--- src/rtl/sd_bus_arbiter.sv ---
// SPI-mode SD card bus arbiter: init engine owns the bus until done, then read/write
// requesters share it round-robin with a CS-high gap between owners. Optional grant timeout: SD_BUS_ARB_TIMEOUT_EN.
module sd_bus_arbiter #(
    parameter int unsigned GAP_CYC     = 8,
    parameter int unsigned TIMEOUT_CYC = 4096
) (
    input  logic SD_CLK,
    input  logic rst,
    input  logic init_o,
    input  logic init_cs,
    input  logic init_datain,
    input  logic rd_req,
    input  logic rd_done,
    input  logic rd_cs,
    input  logic rd_datain,
    input  logic wr_req,
    input  logic wr_done,
    input  logic wr_cs,
    input  logic wr_datain,
    output logic rd_gnt,
    output logic wr_gnt,
    output logic SD_CS,
    output logic SD_DATAIN,
    output logic busy,
    output logic timeout_err
);
    typedef enum logic [2:0] {S_INIT, S_GAP, S_IDLE, S_RD, S_WR} state_t;

    localparam logic [7:0] GAP_LAST = 8'(GAP_CYC - 1);

    state_t     state, nxt;
    logic [7:0] gap_cnt;
    logic       last_wr;
    logic       hold_exp;

`ifdef SD_BUS_ARB_TIMEOUT_EN
    localparam logic [15:0] HOLD_LAST = 16'(TIMEOUT_CYC - 1);
    logic [15:0] hold_cnt;

    assign hold_exp = (hold_cnt == HOLD_LAST);

    always_ff @(posedge SD_CLK) begin
        if (rst) begin
            hold_cnt    <= '0;
            timeout_err <= 1'b0;
        end else begin
            if (nxt == S_RD || nxt == S_WR)
                hold_cnt <= (state == nxt) ? hold_cnt + 16'd1 : '0;
            // Leaving a grant for the gap without the owner's done means a forced revoke.
            timeout_err <= (nxt == S_GAP) &&
                           ((state == S_RD && !rd_done) || (state == S_WR && !wr_done));
        end
    end
`else
    assign hold_exp    = 1'b0;
    assign timeout_err = 1'b0;
`endif

    // Re-initialisation overrides every other transition.
    always_comb begin
        nxt = state;
        if (state != S_INIT && !init_o) begin
            nxt = S_INIT;
        end else begin
            case (state)
                S_INIT: if (init_o) nxt = S_GAP;
                S_GAP:  if (gap_cnt == 8'd0) nxt = S_IDLE;
                S_IDLE: begin
                    if (rd_req && (!wr_req || last_wr)) nxt = S_RD;
                    else if (wr_req)                    nxt = S_WR;
                end
                S_RD:   if (rd_done || hold_exp) nxt = S_GAP;
                S_WR:   if (wr_done || hold_exp) nxt = S_GAP;
                default: nxt = S_INIT;
            endcase
        end
    end

    // Outputs are registered from the next state so they line up with it.
    always_ff @(posedge SD_CLK) begin
        if (rst) begin
            state     <= S_INIT;
            rd_gnt    <= 1'b0;
            wr_gnt    <= 1'b0;
            SD_CS     <= 1'b1;
            SD_DATAIN <= 1'b1;
            busy      <= 1'b1;
            last_wr   <= 1'b1;
            gap_cnt   <= 8'd0;
        end else begin
            state  <= nxt;
            rd_gnt <= (nxt == S_RD);
            wr_gnt <= (nxt == S_WR);
            busy   <= (nxt != S_IDLE);
            case (nxt)
                S_INIT:  begin SD_CS <= init_cs; SD_DATAIN <= init_datain; end
                S_RD:    begin SD_CS <= rd_cs;   SD_DATAIN <= rd_datain;   end
                S_WR:    begin SD_CS <= wr_cs;   SD_DATAIN <= wr_datain;   end
                default: begin SD_CS <= 1'b1;    SD_DATAIN <= 1'b1;        end
            endcase
            if (nxt == S_GAP)
                gap_cnt <= (state == S_GAP) ? gap_cnt - 8'd1 : GAP_LAST;
            if (state == S_RD && nxt == S_GAP) last_wr <= 1'b0;
            if (state == S_WR && nxt == S_GAP) last_wr <= 1'b1;
        end
    end
endmodule

--- config.mk ---
export PLATFORM = sky130hd
export DESIGN_NAME = sd_bus_arbiter
export DESIGN_NICKNAME = d
export VERILOG_FILES = /design/src/rtl/sd_bus_arbiter.sv
export SDC_FILE = /design/constraint.sdc
export NUM_CORES = 1
export LEC_CHECK = 0
export BUFFER_PORTS_ARGS = -buffer_cell sky130_fd_sc_hd__buf_4
export CORE_ASPECT_RATIO = 0.9
export CORE_MARGIN = 4
export CORE_UTILIZATION = 50
export CTS_BUF_LIST = sky130_fd_sc_hd__clkbuf_8
export CTS_CLUSTER_SIZE = 12
export DETAILED_ROUTE_END_ITERATION = 10
export GPL_TIMING_DRIVEN = 0
export PLACE_DENSITY = 0.73
export SETUP_SLACK_MARGIN = 0.15
export SLEW_MARGIN = 10
export SYNTH_ARGS = -nofsm -noshare
export SYNTH_HDL_FRONTEND = slang
export SYNTH_SLANG_ARGS = --single-unit
--- constraint.sdc ---
create_clock -name SD_CLK -period 2.9 [get_ports SD_CLK]
set_input_delay 0.435 -clock SD_CLK [delete_from_list [all_inputs] [get_ports SD_CLK]]
set_output_delay 0.435 -clock SD_CLK [all_outputs]
set_load 0.1 [all_outputs]
==> impl_metrics.toml <==
[timing]
fin_crit_sh_pct = 78.59
fin_crit_ps = 2279
slew_headroom_pct = 59.54
hold_viol_final = 0
setup_viol = 0
fin_setup_tns_ps = 0
finalClockSkew_ps = 1.274
rsz0062_at_grt = "no"
tightest_slew_ps = 606.9
max_freq_ghz = 0.4388
drv_slew = 0

[cts]
clk_pin_slew_ps = 70
post-cts-setup-buffers = 0
cts_resized = 0
cts_hold_buffers = 0
clock_latency_ps = 250
numCtsBuffers = 3
root_buffer = "clkbuf_8"
cts_tree = "done"
cts_sinks = 17
cts_buffer_depth = 2
htree_levels = 1

[worst_hold_path]
min_to = "SD_CS"
hold_path_depth = 3
hp-class = "input port to register"
min_from = "init_cs"

[run_status]
status = "finished, final reports clean"

[finish]
antenna_cells = 0
drive_above_1_share_pct = 27.82
multi_input_area_sq_um = 565.5
finalInstanceArea_sq_um = 1179
area_delta_synth_final_pct = 20.92
fin_nets = 148
regArea_sq_um = 340.3
fillCellCount = 155

[worst_setup_path]
r2r_slack_ps = 620
cp_max_fo = 10
worstRegToRegCells = 8
crit_path_top_delay_cell = "or4b_4"
slowest_delay_ps = 510
critical_path_class = "register to register"
critPathArrivalTime_ps = 2450
crit_chain = "inv_1, ha_1, or4b_4, o41a_1, o22ai_2, buf_6, nor4_1, a211oi_2"
cp-start-kind = "register"
crit_path_end_kind = "register"
timing.rr.end = "gap_cnt[0]"
worstReg2RegStart = "gap_cnt[0]"
required_ps = 3070

[routing]
vias = 941
via_per_inst = 5.994
drt-total-wl_mm = 2.259
routedWlPerCell_um = 14.39
dr.pass1.iters = 4
ant_nets = 0
drt_iter0_drc = 35
drc = 0

[synth]
synthCells = 112
syn_area_sq_um = 974.7
ys_ff_latch = 17
synth-edff-count = 0
yosys_warnings = 0
ys_seq_area_share_pct = 34.92
avgSynthCellArea_sq_um = 8.703
synth-main-ff-cell = "dfxtp_1"
synth_cell_types = 45
syn_nets = 126
async_flop_share_pct = 0

[pwr]
seqPwrFrac_pct = 27.6
p_per_area_nw_per_um2 = 1031
power.net_switching_uw = 579.4
clock_power_share_pct = 14.3
switching_share_pct = 47.68
peakVddDrop_v = 0.0007015
leakagePower_nw = 0.4597
p_int_uw = 635.9
p_comb_share_pct = 58.1

[global_route]
overflow = 0
grt_pass1_vias = 813
antenna_found_initial = 0
grt_start_max_net_pins = 11
globalRouteTotalUtil_pct = 18.43
grt_first_pass_wirelength_mm = 3.726

[placement]
portBuffers = 17
place_congestion = 0.8114
placed_area_sq_um = 1132
dp_hpwl_mm = 1.699

[floorplanning]
ios = 19
die_w_um = 54.54
die-area_sq_um = 2721
rows = 14
fp.dieH_um = 49.89
initial_core_util_pct = 55.64
core_area_sq_um = 1752

[job]
cap_violations = 0
worst max path at each step:
stage / startpoint / to / slack, ps
floorplan: gap_cnt[0] / gap_cnt[1] / 850
global placement: gap_cnt[0] / gap_cnt[1] / 700
detailed placement: gap_cnt[0] / gap_cnt[0] / 640
CTS: gap_cnt[0] / gap_cnt[0] / 620
global route: gap_cnt[0] / gap_cnt[1] / 490
finish: gap_cnt[0] / gap_cnt[0] / 620
final cells by class:
class | instances | share of cell area [%]
clock inverters | 1 | 0.4246
inverters | 5 | 1.592
well taps | 24 | 2.548
repair buffers | 17 | 10.83
multi-input cells | 83 | 47.98
clock buffers | 3 | 3.503
flip-flops and latches | 17 | 28.87
plain buffers | 7 | 4.246
logic make-up after synthesis:
| logic type | synth area share, % |
|---|---|
| and+or+nand+nor | 28.63 |
| AOI/OAI and AO/OA | 26.70 |
| DFF | 34.92 |
| buffers and inverters | 7.060 |
| muxes | 1.027 |
| adders and majority gates | 1.283 |
| other | 0.3847 |
synth_stat cells (2+ instances only):
| cell | count | share of area [%] |
|---|---|---|
| inv_1 | 5 | 1.9 |
| nand2_1 | 6 | 2.3 |
| and2_1 | 2 | 1.3 |
| nand3_1 | 3 | 1.5 |
| nand2b_1 | 3 | 1.9 |
| nor2b_1 | 3 | 1.9 |
| nand4_1 | 3 | 1.9 |
| or4_2 | 2 | 1.8 |
| a21oi_1 | 4 | 2.1 |
| nor3_1 | 5 | 2.6 |
| o221ai_1 | 2 | 1.8 |
| o31ai_1 | 2 | 1.5 |
| o41ai_1 | 3 | 2.7 |
| buf_4 | 2 | 1.5 |
| o311ai_0 | 3 | 2.7 |
| dfxtp_1 | 17 | 35 |
| a211oi_2 | 2 | 2.6 |
| buf_6 | 2 | 2.3 |
| clkbuf_1 | 2 | 0.77 |
| nor4_1 | 4 | 2.6 |
| or3_1 | 2 | 1.3 |
| a22oi_1 | 2 | 1.5 |
| nor2_1 | 11 | 4.2 |
worst max-delay path: cells and delay by family (launching register included):
family                   cells  cell delay (ps)
AO/OA/AOI/OAI                3              790
adder cells (fa/ha/maj)      1              220
buffers and inverters        2              290
flip-flops                   1              330
AND/OR/NAND/NOR              2              570
through the flow:
step	hold WS [ps]	std cells	power, mW	worst slack, ps	util [%]
final	428.0	157	1.215	621.0	67.29
after global routing	452.7	157	1.302	493.1	67.29
after CTS	432.5	157	1.216	624.3	67.29
after detailed placement	501.1	153	1.037	636.9	64.64
after global placement	495.2	153	1.026	701.1	64.64
after floorplan	470.5	112	0.8941	846.9	-
cell usage in the layout (no fill, tap or decap), types with 2 or more instances in the layout:
| master | Yosys | routed |
|---|---|---|
| a211oi_2 | 2 | 2 |
| a21oi_1 | 4 | 4 |
| a22oi_1 | 2 | 2 |
| and2_1 | 2 | 2 |
| buf_4 | 2 | 19 |
| buf_6 | 2 | 2 |
| clkbuf_1 | 2 | 2 |
| clkbuf_8 | 0 | 3 |
| dfxtp_1 | 17 | 17 |
| inv_1 | 5 | 5 |
| nand2_1 | 6 | 6 |
| nand2b_1 | 3 | 3 |
| nand3_1 | 3 | 3 |
| nand4_1 | 3 | 3 |
| nor2_1 | 11 | 11 |
| nor2b_1 | 3 | 3 |
| nor3_1 | 5 | 5 |
| nor4_1 | 4 | 4 |
| o221ai_1 | 2 | 2 |
| o311ai_0 | 3 | 3 |
| o31ai_1 | 2 | 2 |
| o41ai_1 | 3 | 3 |
| or3_1 | 2 | 2 |
| or4_2 | 2 | 2 |
power by group through the flow:
stage          logic (mW)  clock network [mW]  registers, mW
4_1_cts             0.704               0.178          0.334
2_1_floorplan       0.444                   0          0.450
3_3_place_gp        0.688                   0          0.338
6_report            0.706               0.174          0.336
5_1_grt             0.771               0.190          0.342
3_5_place_dp        0.699                   0          0.338
registers in the layout (all words and copies together) (netlist names):
signal / flops
rd_gnt: 1
gap_cnt: 8
SD_CS: 1
wr_gnt: 1
busy: 1
SD_DATAIN: 1
last_wr: 1
state: 3
per-layer routing:
layer / vias up / global-route usage [%] / routed length, um
met3: 0 / 5.723 / 176
met2: 36 / 24.10 / 1053
li1: 476 / - / -
met1: 429 / 28.96 / 1028
met4: 0 / 3.320 / 0
met5: - / 0 / 0
No activity file was read; power rests on OpenSTA's default activity.
